<file path="src/rtl/arb_seq_gen_if.sv">
// Control/table-write/status bundle for arb_seq_gen.
// ARB_SEQ_ONESHOT_EN adds the oneshot, restart and done signals.
interface arb_seq_gen_if #(
  parameter int WIDTH = 3,
  parameter int DEPTH = 8
);
  localparam int AW = $clog2(DEPTH);

  logic             enable;
  logic             dir;
  logic             len_we;
  logic [AW-1:0]    len_data;
  logic             wr_en;
  logic [AW-1:0]    wr_addr;
  logic [WIDTH-1:0] wr_data;
  logic [WIDTH-1:0] seq_out;
  logic [AW-1:0]    index;
  logic             wrap;
`ifdef ARB_SEQ_ONESHOT_EN
  logic             oneshot;
  logic             restart;
  logic             done;

  modport master (
    output enable, dir, len_we, len_data, wr_en, wr_addr, wr_data, oneshot, restart,
    input  seq_out, index, wrap, done
  );
  modport slave (
    input  enable, dir, len_we, len_data, wr_en, wr_addr, wr_data, oneshot, restart,
    output seq_out, index, wrap, done
  );
`else
  modport master (
    output enable, dir, len_we, len_data, wr_en, wr_addr, wr_data,
    input  seq_out, index, wrap
  );
  modport slave (
    input  enable, dir, len_we, len_data, wr_en, wr_addr, wr_data,
    output seq_out, index, wrap
  );
`endif
endinterface

</file>
<file path="src/rtl/arb_seq_gen.sv">
// Programmable arbitrary-sequence generator: an index counter with a programmable
// wrap point steps through a writable code table. ARB_SEQ_ONESHOT_EN adds stop-at-end.
module arb_seq_gen #(
  parameter int WIDTH = 3,
  parameter int DEPTH = 8
) (
  input logic          clock,
  input logic          reset,
  arb_seq_gen_if.slave bus
);
  localparam int AW = $clog2(DEPTH);
  localparam logic [AW-1:0] LAST_MAX = AW'(DEPTH - 1);

  logic [WIDTH-1:0] tbl [DEPTH];
  logic [AW-1:0]    idx_q, idx_d, last_q, nxt;
  logic             wrap_q, wrap_d, hit;
`ifdef ARB_SEQ_ONESHOT_EN
  logic             done_q, done_d;
`endif

  // hit marks a step that would leave the [0, last] window, i.e. a wrap step
  always_comb begin
    if (bus.dir) begin
      hit = (idx_q == '0) || (idx_q > last_q);
      nxt = hit ? last_q : idx_q - 1'b1;
    end else begin
      hit = (idx_q >= last_q);
      nxt = hit ? '0 : idx_q + 1'b1;
    end
  end

  always_comb begin
    idx_d  = idx_q;
    wrap_d = 1'b0;
`ifdef ARB_SEQ_ONESHOT_EN
    done_d = done_q;
    if (bus.restart) begin
      idx_d  = bus.dir ? last_q : '0;
      done_d = 1'b0;
    end else if (bus.enable && !done_q) begin
      if (hit && bus.oneshot) begin
        done_d = 1'b1;
      end else begin
        idx_d  = nxt;
        wrap_d = hit;
      end
    end
`else
    if (bus.enable) begin
      idx_d  = nxt;
      wrap_d = hit;
    end
`endif
  end

  always_ff @(posedge clock or negedge reset) begin
    if (!reset) begin
      idx_q  <= '0;
      last_q <= LAST_MAX;
      wrap_q <= 1'b0;
      for (int i = 0; i < DEPTH; i++) tbl[i] <= WIDTH'(i);
    end else begin
      idx_q  <= idx_d;
      wrap_q <= wrap_d;
      if (bus.len_we)
        last_q <= (int'(bus.len_data) > DEPTH - 1) ? LAST_MAX : bus.len_data;
      if (bus.wr_en && (int'(bus.wr_addr) < DEPTH))
        tbl[bus.wr_addr] <= bus.wr_data;
    end
  end

`ifdef ARB_SEQ_ONESHOT_EN
  always_ff @(posedge clock or negedge reset) begin
    if (!reset) done_q <= 1'b0;
    else        done_q <= done_d;
  end
  assign bus.done = done_q;
`endif

  assign bus.seq_out = tbl[idx_q];
  assign bus.index   = idx_q;
  assign bus.wrap    = wrap_q;
endmodule

</file>
<file path="src/flat_wrapper.sv">
// flat-port wrapper written by rule: the top's interface ports become plain ports
module arb_seq_gen_flat 
#(
  parameter int WIDTH = 3,
  parameter int DEPTH = 8
)
  (clock, reset, bus_enable, bus_dir, bus_len_we, bus_len_data, bus_wr_en, bus_wr_addr, bus_wr_data, bus_seq_out, bus_index, bus_wrap);
  arb_seq_gen_if #(.WIDTH(WIDTH), .DEPTH(DEPTH)) bus_i ();
  input logic clock;
  input logic reset;
  input wire logic [$bits(bus_i.enable)-1:0] bus_enable;
  input wire logic [$bits(bus_i.dir)-1:0] bus_dir;
  input wire logic [$bits(bus_i.len_we)-1:0] bus_len_we;
  input wire logic [$bits(bus_i.len_data)-1:0] bus_len_data;
  input wire logic [$bits(bus_i.wr_en)-1:0] bus_wr_en;
  input wire logic [$bits(bus_i.wr_addr)-1:0] bus_wr_addr;
  input wire logic [$bits(bus_i.wr_data)-1:0] bus_wr_data;
  output wire logic [$bits(bus_i.seq_out)-1:0] bus_seq_out;
  output wire logic [$bits(bus_i.index)-1:0] bus_index;
  output wire logic [$bits(bus_i.wrap)-1:0] bus_wrap;
  assign bus_i.enable = bus_enable;
  assign bus_i.dir = bus_dir;
  assign bus_i.len_we = bus_len_we;
  assign bus_i.len_data = bus_len_data;
  assign bus_i.wr_en = bus_wr_en;
  assign bus_i.wr_addr = bus_wr_addr;
  assign bus_i.wr_data = bus_wr_data;
  assign bus_seq_out = bus_i.seq_out;
  assign bus_index = bus_i.index;
  assign bus_wrap = bus_i.wrap;
  arb_seq_gen #(.WIDTH(WIDTH), .DEPTH(DEPTH)) u_core (.clock(clock), .reset(reset), .bus(bus_i));
endmodule
</file>
<file path="config.mk">
export PLATFORM = sky130hd
export DESIGN_NAME = arb_seq_gen_flat
export DESIGN_NICKNAME = d
export VERILOG_FILES = /design/src/rtl/arb_seq_gen_if.sv /design/src/rtl/arb_seq_gen.sv /design/src/flat_wrapper.sv
export SDC_FILE = /design/constraint.sdc
export NUM_CORES = 1
export LEC_CHECK = 0
export ABC_AREA = 0
export CAP_MARGIN = 30
export CORE_MARGIN = 2
export CORE_UTILIZATION = 39
export DETAILED_ROUTE_END_ITERATION = 10
export GPL_TIMING_DRIVEN = 0
export HOLD_SLACK_MARGIN = 0.05
export PLACE_DENSITY = 0.65
export SYNTH_ARGS = -nofsm -noshare
export SYNTH_HDL_FRONTEND = slang
export SYNTH_SLANG_ARGS = --single-unit
</file>
<file path="constraint.sdc">
create_clock -name clock -period 1.7 [get_ports clock]
set_clock_uncertainty 0.05 [all_clocks]
set_input_delay 0.255 -clock clock [delete_from_list [all_inputs] [get_ports clock]]
set_output_delay 0.255 -clock clock [all_outputs]
set_load 0.02 [all_outputs]
</file>
==> results of run 1 <==
==> cells by family after synthesis <==
logic type	share of synthesized area, %
xor gates and xnor gates	0.530
muxes	29.8
DFF	48.1
adders and majority gates	4.55
AOI/OAI and AO/OA	4.62
and+or+nand+nor	9.09
buffers and inverters	3.26
==> cells in the mapped netlist, drive strengths merged <==
cell type	instances
o21ai	9
mux2	28
nor2b	1
nand2b	1
dfrtp	16
mux2i	2
nand4	3
mux4	6
or2b	1
o22ai	1
or3	1
xor2	1
buf	2
ha	6
clkbuf	2
nor3	3
inv	8
dfstp	15
nand2	7
nand3b	1
nand3	1
a211oi	2
nand4b	3
a21oi	2
nor3b	2
==> state kept, by name (all words and copies together), names as in the netlist <==
signal            count
u_core.bus.wrap       1
u_core.tbl           24
u_core.bus.index      3
u_core.last_q         3
==> routing by layer <==
metal  global-route usage, %  share of wire [%]  vias up
met1                    19.8                 43      571
met4                    6.32                2.3        0
met5                       0                  0        -
met3                    5.41                5.4       11
li1                        -                  -      521
met2                    25.3                 50       37
==> cell usage in the layout, fill, tap and decap left out, types with 2 or more instances in the layout <==
| cell | synthesis | routed |
|---|---|---|
| sky130_fd_sc_hd__mux4_2 | 0 | 6 |
| sky130_fd_sc_hd__o21ai_0 | 9 | 5 |
| sky130_fd_sc_hd__mux2_2 | 28 | 25 |
| sky130_fd_sc_hd__nand4_1 | 3 | 3 |
| sky130_fd_sc_hd__nor3b_2 | 2 | 2 |
| sky130_fd_sc_hd__clkbuf_8 | 0 | 5 |
| sky130_fd_sc_hd__mux2i_1 | 2 | 2 |
| sky130_fd_sc_hd__ha_1 | 6 | 5 |
| sky130_fd_sc_hd__nand2_1 | 7 | 7 |
| sky130_fd_sc_hd__clkdlybuf4s50_1 | 0 | 16 |
| sky130_fd_sc_hd__clkinv_2 | 0 | 3 |
| sky130_fd_sc_hd__inv_1 | 8 | 5 |
| sky130_fd_sc_hd__dfstp_2 | 15 | 15 |
| sky130_fd_sc_hd__inv_4 | 0 | 2 |
| sky130_fd_sc_hd__mux2_4 | 0 | 3 |
| sky130_fd_sc_hd__buf_6 | 1 | 5 |
| sky130_fd_sc_hd__buf_4 | 0 | 5 |
| sky130_fd_sc_hd__nor3_2 | 0 | 2 |
| sky130_fd_sc_hd__o21ai_2 | 0 | 2 |
| sky130_fd_sc_hd__o21ai_1 | 0 | 2 |
| sky130_fd_sc_hd__dfrtp_1 | 16 | 15 |
| sky130_fd_sc_hd__nand4b_1 | 3 | 3 |
==> power by group through the flow <==
| stage | Clock [mW] | Sequential, mW | Combinational (mW) |
|---|---|---|---|
| floorplan | 0 | 1.09 | 0.954 |
| global placement | 0 | 1.07 | 1.39 |
| detailed placement | 0 | 1.08 | 1.42 |
| CTS | 0.569 | 1.08 | 1.53 |
| global route | 0.612 | 1.10 | 1.92 |
| finish | 0.548 | 1.08 | 1.79 |
==> metrics by stage <==
step | setup slack, ps | TNS, ps | instances | total power, mW | hold WS (ps)
2_1_floorplan | -29.3 | -87.9 | 124 | 2.05 | -90.6
3_3_place_gp | -553 | -6850 | 194 | 2.46 | 432
3_5_place_dp | -535 | -4230 | 195 | 2.51 | 444
4_1_cts | -392 | -1520 | 207 | 3.18 | 239
5_1_grt | -430 | -2470 | 210 | 3.63 | 299
6_report | -373 | -1880 | 210 | 3.42 | 282
==> final timing paths <==
kind                                                   endpoint  slack [ps]  depth (start not counted)
worst max-delay path                             bus_seq_out[0]        -370                          4
worst min-delay path                  u_core.bus.wrap$_DFF_PN0_         280                          3
worst max register to register  u_core.bus.index[0]$_DFFE_PN0P_        -280                         10
worst min register to register       u_core.tbl[19]$_DFFE_PN0P_         460                          1
max in group asynchronous            u_core.tbl[12]$_DFFE_PN1P_         580                          2
min in group asynchronous             u_core.tbl[3]$_DFFE_PN0P_         390                          1
==> timing repair <==
item,4_1_cts,5_1_grt
resized for setup,23,15
setup endpoints to repair,9,10
pin swaps,1,4
setup buffers,4,3
==> final cells by class <==
type / count / area, sq um / area share (%)
multi-input combinational: 81 / 857 / 39.7
inverter: 8 / 35.0 / 1.62
tap: 50 / 62.6 / 2.90
clock inverter: 3 / 15.0 / 0.696
clock buffer: 5 / 68.8 / 3.19
sequential: 31 / 796 / 36.9
buffer: 4 / 28.8 / 1.33
timing repair buffer: 28 / 294 / 13.6
==> critical path, stage by stage (launching register included) <==
cell	delay (ps)
sky130_fd_sc_hd__dfrtp_2	380
sky130_fd_sc_hd__buf_8	140
sky130_fd_sc_hd__mux4_2	520
sky130_fd_sc_hd__mux2_4	300
sky130_fd_sc_hd__buf_6	130
==> metrics.txt, run 1 <==
# TYPE chip_impl_metric gauge
chip_impl_info{name="outcome",value="complete, but fails checks"} 1
chip_impl_info{name="violations",value="setup timing"} 1
chip_impl_metric{name="clock_path_buffers",unit=""} 2
chip_impl_metric{name="layout.filler_cells",unit=""} 342
chip_impl_metric{name="grt_first_pass_wirelength",unit="mm"} 5.87
chip_impl_metric{name="drc",unit=""} 0
chip_impl_metric{name="io_buffers",unit=""} 20
chip_impl_info{name="cts.root.buffer_cell",value="sky130_fd_sc_hd__clkbuf_8"} 1
chip_impl_info{name="worst_setup_path_start_kind",value="register"} 1
chip_impl_info{name="netlist.top_cell.by_area",value="sky130_fd_sc_hd__dfrtp_1"} 1
chip_impl_info{name="timing.hold.worst.class",value="in -> reg"} 1
chip_impl_metric{name="p_per_area",unit="nW/um^2"} 1590
chip_impl_metric{name="max_slew.worst_pin.slew",unit="ps"} 795
chip_impl_metric{name="layout_setup_ws",unit="ps"} -373
chip_impl_info{name="synth_area_leaders",value="sky130_fd_sc_hd__dfrtp_1 24%, sky130_fd_sc_hd__dfstp_2 24%, sky130_fd_sc_hd__mux2_2 19%"} 1
chip_impl_metric{name="antenna_left",unit=""} 0
chip_impl_metric{name="pin_count",unit=""} 22
chip_impl_metric{name="nets",unit=""} 180
chip_impl_metric{name="wire_length_per_cell",unit="microns"} 17.1
chip_impl_metric{name="die_width",unit="microns"} 69.1
chip_impl_metric{name="sum_of_routed_wire_length_over_all_layers",unit="mm"} 3.59
chip_impl_metric{name="initial_core_utilization",unit="%"} 41.0
chip_impl_metric{name="area_growth_syn_to_layout",unit="%"} 30.6
chip_impl_metric{name="worst-endpoint-arrival",unit="ps"} 1770
chip_impl_metric{name="syn-num-nets",unit=""} 145
chip_impl_metric{name="synth-seq-cells",unit=""} 31
chip_impl_metric{name="detailed_place.area",unit="sq um"} 1970
chip_impl_metric{name="net-switching-power",unit="mW"} 1.19
chip_impl_metric{name="coreArea",unit="sq um"} 4030
chip_impl_metric{name="setup_viol",unit=""} 7
chip_impl_info{name="worst_r2r_startpoint",value="u_core.bus.index[0]$_DFFE_PN0P_"} 1
chip_impl_info{name="holdCritStartpoint",value="bus_enable"} 1
chip_impl_metric{name="vias",unit=""} 1140
chip_impl_metric{name="max-slew-margin-rel",unit="%"} 46.8
chip_impl_metric{name="hpwlAfterDp",unit="mm"} 2.49
chip_impl_metric{name="final_max_slew_viol_count",unit=""} 0
chip_impl_metric{name="grtUsageTotal",unit="%"} 15.9
chip_impl_info{name="timing.critical_path.from",value="u_core.bus.index[0]$_DFFE_PN0P_"} 1
chip_impl_metric{name="switching_share",unit="%"} 34.7
chip_impl_metric{name="layout_min_cycle_time",unit="ps"} 2070
chip_impl_metric{name="globalRouteOverflowTotal",unit=""} 0
chip_impl_metric{name="cap_violations",unit=""} 0
chip_impl_metric{name="antenna_violations_before_repair",unit=""} 0
chip_impl_metric{name="grt_pass1_vias",unit=""} 1185
chip_impl_metric{name="crit_required",unit="ps"} 1390
chip_impl_metric{name="drt_iter0_drc",unit=""} 44
chip_impl_info{name="crit_type",value="reg -> out"} 1
chip_impl_metric{name="cts_hold_repair.buffers",unit=""} 0
chip_impl_metric{name="final_cell_area",unit="sq um"} 2160
chip_impl_metric{name="share_of_total_power_in_sequential_cells",unit="%"} 31.5
chip_impl_metric{name="internal_power",unit="mW"} 2.23
chip_impl_metric{name="fp-row-count",unit=""} 23
chip_impl_info{name="tritoncts",value="done"} 1
chip_impl_metric{name="final_layout_size_suffix_gt1_share",unit="%"} 53.8
chip_impl_metric{name="yosys.cell_types.count",unit=""} 26
chip_impl_metric{name="power.ir.vdd_worst",unit="uV"} 592
chip_impl_info{name="grt_setup_unrepaired",value="yes"} 1
chip_impl_metric{name="syn-cell-area",unit="sq um"} 1650
chip_impl_metric{name="final_core_utilization",unit="%"} 53.5
chip_impl_metric{name="yosys_warnings",unit=""} 0
chip_impl_metric{name="crit_path_max_fanout",unit=""} 7
chip_impl_metric{name="cts.clk_slew.worst_paths",unit="ps"} 60
chip_impl_metric{name="endpoints_failing_hold",unit=""} 0
chip_impl_metric{name="power.leakage",unit="nW"} 0.891
chip_impl_metric{name="die_area",unit="sq um"} 4770
chip_impl_metric{name="grt_max_degree",unit=""} 17
chip_impl_metric{name="synthDominantCellAreaShare",unit="%"} 24.2
chip_impl_metric{name="clock_latency",unit="ps"} 280
chip_impl_metric{name="comb_power_share",unit="%"} 52.5
chip_impl_metric{name="fmaxAchievable",unit="MHz"} 482
chip_impl_metric{name="synth.yosys.seq_area_share",unit="%"} 48.1
chip_impl_metric{name="num_antenna_cells",unit=""} 0
chip_impl_metric{name="clock_sinks",unit=""} 31
chip_impl_metric{name="drtPass1Iterations",unit=""} 4
chip_impl_metric{name="cts_inserted_buffers",unit=""} 5
chip_impl_metric{name="place_congestion",unit=""} 0.760
chip_impl_metric{name="avgViaCountPerCell",unit=""} 5.43
chip_impl_metric{name="die_height",unit="microns"} 69.1
chip_impl_metric{name="post_synth_inst_count",unit=""} 124
chip_impl_metric{name="crit_share_post_route",unit="%"} 122
chip_impl_metric{name="clock_power_share",unit="%"} 16.0
chip_impl_metric{name="ctsHtreeMaxLevel",unit=""} 2
chip_impl_metric{name="syn-mean-instance-area",unit="sq um"} 13.3
chip_impl_info{name="nature_of_the_critical_path_endpoint",value="output pin"} 1
(Power assumes the default switching activity.)
==> run 2, diff against run 1 <==
--- a/config.mk
+++ b/config.mk
@@ -12,7 +12,7 @@
 export DETAILED_ROUTE_END_ITERATION = 10
 export GPL_TIMING_DRIVEN = 0
 export HOLD_SLACK_MARGIN = 0.05
-export PLACE_DENSITY = 0.65
+export PLACE_DENSITY = 0.63
 export SYNTH_ARGS = -nofsm -noshare
 export SYNTH_HDL_FRONTEND = slang
 export SYNTH_SLANG_ARGS = --single-unit
==> constraint.sdc (replaced) <==
create_clock -name clock -period 2.15 [get_ports clock]
set_clock_uncertainty 0.05 [all_clocks]
set_input_delay 0.3225 -clock clock [delete_from_list [all_inputs] [get_ports clock]]
set_output_delay 0.3225 -clock clock [all_outputs]
set_load 0.02 [all_outputs]
==> metrics.txt, run 2 (synthesis gave the netlist of run 1 again) <==
# TYPE chip_impl_metric gauge
chip_impl_metric{name="crit_share_post_route",unit="%"} 99.5
chip_impl_metric{name="avgViaCountPerCell",unit=""} 5.38
chip_impl_info{name="most-common-layout-cells",value="28 x sky130_fd_sc_hd__mux2_2, 17 x sky130_fd_sc_hd__clkdlybuf4s50_1, 16 x sky130_fd_sc_hd__dfrtp_1, 15 x sky130_fd_sc_hd__dfstp_2"} 1
chip_impl_metric{name="endpoints_failing_hold",unit=""} 0
chip_impl_metric{name="antenna_violations_before_repair",unit=""} 0
chip_impl_metric{name="hold-worst-slack",unit="ps"} 353
chip_impl_metric{name="hold-path-cell-count",unit=""} 3
chip_impl_metric{name="r2r.worst_path.cells",unit=""} 9
chip_impl_metric{name="fp-row-count",unit=""} 23
chip_impl_metric{name="hpwlAfterDp",unit="mm"} 2.49
chip_impl_metric{name="coreArea",unit="sq um"} 4030
chip_impl_metric{name="final_total_pwr",unit="mW"} 2.35
chip_impl_metric{name="cts.clk_slew.worst_paths",unit="ps"} 70
chip_impl_info{name="tritoncts",value="done"} 1
chip_impl_metric{name="die_area",unit="sq um"} 4770
chip_impl_metric{name="nets",unit=""} 175
chip_impl_metric{name="p_per_area",unit="nW/um^2"} 1150
chip_impl_info{name="grt_setup_unrepaired",value="yes"} 1
chip_impl_metric{name="pin_count",unit=""} 22
chip_impl_metric{name="clock_latency",unit="ps"} 280
chip_impl_info{name="nature_of_the_critical_path_endpoint",value="output pin"} 1
chip_impl_metric{name="initial_core_utilization",unit="%"} 41.0
chip_impl_metric{name="layout_min_cycle_time",unit="ps"} 2140
chip_impl_metric{name="die_width",unit="microns"} 69.1
chip_impl_metric{name="finish.cell_count_without_fillers",unit=""} 205
chip_impl_metric{name="grtUsageTotal",unit="%"} 15.4
chip_impl_info{name="cts.root.buffer_cell",value="sky130_fd_sc_hd__clkbuf_8"} 1
chip_impl_info{name="timing.hold.worst.class",value="in -> reg"} 1
chip_impl_info{name="crit_type",value="reg -> out"} 1
chip_impl_metric{name="clock_path_buffers",unit=""} 2
chip_impl_info{name="layout.cells.most_common",value="sky130_fd_sc_hd__mux2_2"} 1
chip_impl_metric{name="totalNegativeSetupSlack",unit="ps"} 0
chip_impl_info{name="outcome",value="completed"} 1
chip_impl_metric{name="fmaxAchievable",unit="MHz"} 467
chip_impl_info{name="worstReg2RegEnd",value="u_core.bus.index[0]$_DFFE_PN0P_"} 1
chip_impl_metric{name="globalRouteOverflowTotal",unit=""} 0
chip_impl_info{name="register_with_the_highest_flop_count",value="u_core.tbl"} 1
chip_impl_metric{name="grt_first_pass_wirelength",unit="mm"} 5.66
chip_impl_metric{name="sum_of_routed_wire_length_over_all_layers",unit="mm"} 3.30
chip_impl_metric{name="crit_path_max_fanout",unit=""} 7
chip_impl_info{name="worst_setup_path_start_kind",value="register"} 1
chip_impl_metric{name="dpl.cell_count",unit=""} 195
chip_impl_metric{name="largest_register_ff_count",unit=""} 24
chip_impl_metric{name="drt_iter0_drc",unit=""} 22
chip_impl_metric{name="io_buffers",unit=""} 20
chip_impl_metric{name="clock_sinks",unit=""} 31
chip_impl_metric{name="cap_violations",unit=""} 0
chip_impl_metric{name="drc",unit=""} 0
chip_impl_metric{name="max-slew-margin-rel",unit="%"} 55.8
chip_impl_metric{name="max_slew.worst_pin.slew",unit="ps"} 660
chip_impl_metric{name="power.ir.vdd_worst",unit="uV"} 527
chip_impl_metric{name="wire_length_per_cell",unit="microns"} 16.1
chip_impl_metric{name="grt_pass1_vias",unit=""} 1254
chip_impl_metric{name="worst-endpoint-arrival",unit="ps"} 1770
chip_impl_metric{name="final_layout_size_suffix_gt1_share",unit="%"} 40.6
chip_impl_metric{name="register_to_register_path_setup_slack",unit="ps"} 130
chip_impl_metric{name="drtPass1Iterations",unit=""} 3
chip_impl_metric{name="power.leakage",unit="nW"} 0.860
chip_impl_info{name="holdCritStartpoint",value="bus_enable"} 1
chip_impl_metric{name="setup_viol",unit=""} 0
chip_impl_info{name="worst_r2r_startpoint",value="u_core.bus.index[0]$_DFFE_PN0P_"} 1
chip_impl_metric{name="num_antenna_cells",unit=""} 0
chip_impl_metric{name="die_height",unit="microns"} 69.1
chip_impl_metric{name="ctsHtreeMaxLevel",unit=""} 2
chip_impl_metric{name="layout_setup_ws",unit="ps"} 10.3
chip_impl_metric{name="place_congestion",unit=""} 0.756
chip_impl_metric{name="crit_required",unit="ps"} 1780
chip_impl_metric{name="final_max_slew_viol_count",unit=""} 0
chip_impl_metric{name="antenna_left",unit=""} 0
chip_impl_metric{name="cts_hold_repair.buffers",unit=""} 0
chip_impl_metric{name="vias",unit=""} 1103
chip_impl_metric{name="grt_max_degree",unit=""} 21
chip_impl_metric{name="pre_cts_slack",unit="ps"} -152
chip_impl_metric{name="area_growth_syn_to_layout",unit="%"} 24.3
chip_impl_info{name="hold-path-endpoint",value="u_core.bus.wrap$_DFF_PN0_"} 1
chip_impl_metric{name="cts_inserted_buffers",unit=""} 5
## run 2: timing repair
action | 4_1_cts | 5_1_grt
setup buffers | 2 | 0
gates resized for setup | 13 | 2
endpoints found under the setup margin | 3 | 6
## run 2: final cells by class
class                   count  area (sq um)
flip-flops and latches     31           795
plain buffers               4          25.0
clock buffers               7          96.3
clock inverters             1          7.51
multi-input cells          81           810
inverters                   8          30.0
repair buffers             23           228
well taps                  50          62.6
fillers                   379          1980
## run 2: layer usage
layer | vias up | part of all wire (%) | global-route usage (%) | routed length, microns
li1 | 526 | - | - | -
met1 | 552 | 39 | 16.0 | 1290
met2 | 20 | 55 | 28.0 | 1820
met3 | 5 | 3.9 | 4.82 | 127
met4 | 0 | 1.7 | 7.19 | 55
met5 | - | 0 | 0 | 0
## run 2: how the worst max path moves through the flow
| stage | slack [ps] | from | endpoint | depth (start not counted) |
|---|---|---|---|---|
| floorplan | 240 | u_core.bus.index[0]$_DFFE_PN0P_ | u_core.bus.index[1]$_DFFE_PN0P_ | 8 |
| global placement | -170 | u_core.bus.index[1]$_DFFE_PN0P_ | bus_seq_out[1] | 4 |
| detailed placement | -150 | u_core.bus.index[1]$_DFFE_PN0P_ | bus_seq_out[2] | 4 |
| CTS | -10 | u_core.bus.index[0]$_DFFE_PN0P_ | bus_seq_out[2] | 4 |
| global route | -50 | u_core.bus.index[0]$_DFFE_PN0P_ | bus_seq_out[2] | 4 |
| finish | 10 | u_core.bus.index[0]$_DFFE_PN0P_ | bus_seq_out[2] | 4 |
## run 2: where the power goes
part / internal [mW] / total, mW / switching (mW)
combinational: 0.525 / 1.01 / 0.485
clock: 0.291 / 0.507 / 0.217
sequential: 0.760 / 0.834 / 0.0744
## run 2: critical path, cell delays in order, from the launching register on
cell,delay (ps)
sky130_fd_sc_hd__dfrtp_1,360
sky130_fd_sc_hd__buf_6,150
sky130_fd_sc_hd__mux4_1,560
sky130_fd_sc_hd__mux2_2,270
sky130_fd_sc_hd__buf_2,160
## run 2: metrics by stage
| stage | instance area [sq um] | utilization (%) |
|---|---|---|
| 2_1_floorplan | 1650 | - |
| 3_3_place_gp | 1910 | 47.5 |
| 3_5_place_dp | 1940 | 48.2 |
| 4_1_cts | 2050 | 50.8 |
| 5_1_grt | 2050 | 51.0 |
| 6_report | 2050 | 51.0 |
==> run 3, diff against run 2 <==
--- a/config.mk
+++ b/config.mk
@@ -9,10 +9,12 @@
 export CAP_MARGIN = 30
 export CORE_MARGIN = 2
 export CORE_UTILIZATION = 39
+export CTS_CLUSTER_DIAMETER = 200
 export DETAILED_ROUTE_END_ITERATION = 10
 export GPL_TIMING_DRIVEN = 0
 export HOLD_SLACK_MARGIN = 0.05
 export PLACE_DENSITY = 0.63
+export SLEW_MARGIN = 20
 export SYNTH_ARGS = -nofsm -noshare
 export SYNTH_HDL_FRONTEND = slang
 export SYNTH_SLANG_ARGS = --single-unit
==> metrics.txt, run 3 (synthesis gave the netlist of run 1 again) <==
# TYPE chip_impl_metric gauge
chip_impl_info{name="outcome",value="completed"} 1
chip_impl_metric{name="area_growth_syn_to_layout",unit="%"} 23.6
chip_impl_info{name="critical_path.cell_chain",value="buf_6, mux4_2, mux2_4, buf_6"} 1
chip_impl_info{name="most-common-layout-cells",value="25 x sky130_fd_sc_hd__mux2_2, 16 x sky130_fd_sc_hd__clkdlybuf4s50_1, 16 x sky130_fd_sc_hd__dfrtp_1, 15 x sky130_fd_sc_hd__dfstp_2, 9 x sky130_fd_sc_hd__o21ai_0"} 1
chip_impl_metric{name="coreArea",unit="sq um"} 4030
chip_impl_metric{name="slowest_delay",unit="ps"} 490
chip_impl_metric{name="power.ir.vdd_worst",unit="uV"} 456
chip_impl_metric{name="power.leakage",unit="nW"} 0.842
chip_impl_metric{name="setup_viol",unit=""} 0
chip_impl_metric{name="p_per_area",unit="nW/um^2"} 1220
chip_impl_metric{name="ctsHtreeMaxLevel",unit=""} 2
chip_impl_metric{name="drt_iter0_drc",unit=""} 40
chip_impl_metric{name="cts_inserted_buffers",unit=""} 5
chip_impl_info{name="crit_slowest_cell",value="sky130_fd_sc_hd__mux4_2"} 1
chip_impl_metric{name="hold-worst-slack",unit="ps"} 334
chip_impl_metric{name="crit_share_post_route",unit="%"} 99.0
chip_impl_metric{name="place_congestion",unit=""} 0.756
chip_impl_metric{name="die_width",unit="microns"} 69.1
chip_impl_metric{name="worst-endpoint-arrival",unit="ps"} 1760
chip_impl_info{name="critical-path-top-delay-family",value="multiplexers"} 1
chip_impl_metric{name="globalRouteOverflowTotal",unit=""} 0
chip_impl_metric{name="cap_violations",unit=""} 0
chip_impl_metric{name="comb_power_share",unit="%"} 45.6
chip_impl_info{name="nature_of_the_critical_path_endpoint",value="output pin"} 1
chip_impl_metric{name="pre_cts_slack",unit="ps"} -149
chip_impl_metric{name="initial_core_utilization",unit="%"} 41.0
chip_impl_metric{name="final_core_utilization",unit="%"} 50.7
chip_impl_metric{name="hpwlAfterDp",unit="mm"} 2.43
chip_impl_metric{name="drc",unit=""} 0
chip_impl_metric{name="crit_required",unit="ps"} 1780
chip_impl_info{name="grt_setup_unrepaired",value="yes"} 1
chip_impl_info{name="worst_path_most_repeated_cell",value="sky130_fd_sc_hd__buf_6"} 1
chip_impl_metric{name="die_height",unit="microns"} 69.1
chip_impl_metric{name="grt_first_pass_wirelength",unit="mm"} 5.69
chip_impl_metric{name="layout_setup_ws",unit="ps"} 21.3
chip_impl_metric{name="vias",unit=""} 1094
chip_impl_metric{name="clock_latency",unit="ps"} 280
chip_impl_metric{name="antenna_left",unit=""} 0
chip_impl_metric{name="grt_pass1_vias",unit=""} 1227
chip_impl_info{name="crit_type",value="reg -> out"} 1
chip_impl_metric{name="critical_path.n_buffers_inverters",unit=""} 2
chip_impl_metric{name="fmaxAchievable",unit="MHz"} 470
chip_impl_metric{name="clock_path_buffers",unit=""} 2
chip_impl_metric{name="endpoints_failing_hold",unit=""} 0
chip_impl_metric{name="avgViaCountPerCell",unit=""} 5.34
chip_impl_metric{name="fp-row-count",unit=""} 23
chip_impl_metric{name="drtPass1Iterations",unit=""} 4
chip_impl_info{name="timing.hold.worst.class",value="in -> reg"} 1
chip_impl_metric{name="clock_power_share",unit="%"} 20.3
chip_impl_metric{name="cts.clk_slew.worst_paths",unit="ps"} 70
chip_impl_metric{name="max_slew.worst_pin.slew",unit="ps"} 692
chip_impl_metric{name="num_antenna_cells",unit=""} 0
chip_impl_metric{name="wire_length_per_cell",unit="microns"} 16.7
chip_impl_metric{name="grt_max_degree",unit=""} 32
chip_impl_metric{name="layout.filler_cells",unit=""} 369
chip_impl_metric{name="crit_path_max_fanout",unit=""} 5
chip_impl_metric{name="io_buffers",unit=""} 20
chip_impl_metric{name="clock_sinks",unit=""} 31
chip_impl_metric{name="register_to_register_path_setup_slack",unit="ps"} 170
chip_impl_metric{name="final_max_slew_viol_count",unit=""} 0
chip_impl_metric{name="max-slew-margin-rel",unit="%"} 53.9
chip_impl_info{name="layout.cells.most_common",value="sky130_fd_sc_hd__mux2_2"} 1
chip_impl_info{name="tritoncts",value="done"} 1
chip_impl_info{name="cts.root.buffer_cell",value="sky130_fd_sc_hd__clkbuf_8"} 1
chip_impl_info{name="register_with_the_highest_flop_count",value="u_core.tbl"} 1
chip_impl_metric{name="share_of_total_power_in_sequential_cells",unit="%"} 34.1
chip_impl_metric{name="switching_share",unit="%"} 32.7
chip_impl_metric{name="nets",unit=""} 175
chip_impl_metric{name="antenna_violations_before_repair",unit=""} 0
chip_impl_metric{name="die_area",unit="sq um"} 4770
chip_impl_metric{name="sum_of_routed_wire_length_over_all_layers",unit="mm"} 3.42
chip_impl_metric{name="layout_min_cycle_time",unit="ps"} 2130
chip_impl_metric{name="grtUsageTotal",unit="%"} 15.4
chip_impl_metric{name="internal_power",unit="mW"} 1.68
chip_impl_metric{name="largest_register_ff_count",unit=""} 24
chip_impl_metric{name="net-switching-power",unit="uW"} 815
chip_impl_metric{name="final_layout_size_suffix_gt1_share",unit="%"} 44.5
chip_impl_metric{name="pin_count",unit=""} 22
chip_impl_info{name="worst_setup_path_start_kind",value="register"} 1
[run 3: cell count changes in the layout (fill, tap and decap cells not counted), sizes merged]
cell | before | now
clkdlybuf4s50 | 17 | 16
dlygate4sd3 | 0 | 1
[run 3: area by class of cell]
| cell class | instances | area (sq um) | share of cell area (%) |
|---|---|---|---|
| multi-input cells | 81 | 798 | 39.1 |
| flip-flops and latches | 31 | 795 | 38.9 |
| repair buffers | 23 | 228 | 11.2 |
| clock buffers | 7 | 96.3 | 4.72 |
| well taps | 50 | 62.6 | 3.06 |
| inverters | 8 | 30.0 | 1.47 |
| plain buffers | 4 | 25.0 | 1.23 |
| clock inverters | 1 | 7.51 | 0.368 |
[run 3: metal layers]
layer	part of all wire (%)	track usage, %	up-vias
li1	-	-	514
met1	42	17.5	551
met2	53	26.6	24
met3	4.2	4.68	5
met4	1.1	6.75	0
met5	0	0	-
[run 3: final timing paths]
check / cells past startpoint / startpoint / end
min in group asynchronous: 2 / reset / u_core.bus.index[0]$_DFFE_PN0P_
worst max-delay path: 4 / u_core.bus.index[0]$_DFFE_PN0P_ / bus_seq_out[0]
worst max register to register: 7 / u_core.last_q[2]$_DFFE_PN1P_ / u_core.bus.index[2]$_DFFE_PN0P_
worst min register to register: 1 / u_core.tbl[17]$_DFFE_PN0P_ / u_core.tbl[17]$_DFFE_PN0P_
worst min-delay path: 3 / bus_enable / u_core.bus.wrap$_DFF_PN0_
max in group asynchronous: 2 / reset / u_core.tbl[22]$_DFFE_PN0P_
[run 3: per-stage QoR]
stage	cell area (sq um)	TNS [ps]	total power [mW]	instances
after CTS	2020	-79.8	2.40	205
after detailed placement	1910	-446	1.86	194
after global routing	2040	-94.9	2.66	205
final	2040	0	2.49	205
after floorplan	1650	0	1.52	124
after global placement	1910	-477	1.83	194
[run 3: worst min-delay path: cells and delay by family]
| family | cells | cell delay (ps) |
|---|---|---|
| compound gates | 1 | 50 |
| buf+inv | 1 | 160 |
| simple gates | 1 | 90 |
[run 3: power by group through the flow]
stage	logic (mW)	registers, mW	clock network, mW
floorplan	0.658	0.860	0
global placement	0.993	0.840	0
detailed placement	1.01	0.850	0
CTS	1.03	0.845	0.528
global route	1.23	0.868	0.560
finish	1.14	0.849	0.506
[run 3: repair_timing]
action                                 CTS  global route
cloned                                   1             0
gates resized for setup                 19            12
buffers inserted                         1             0
hold buffers                             1             0
setup endpoints to repair                3             5
endpoints found under the hold margin    8             0
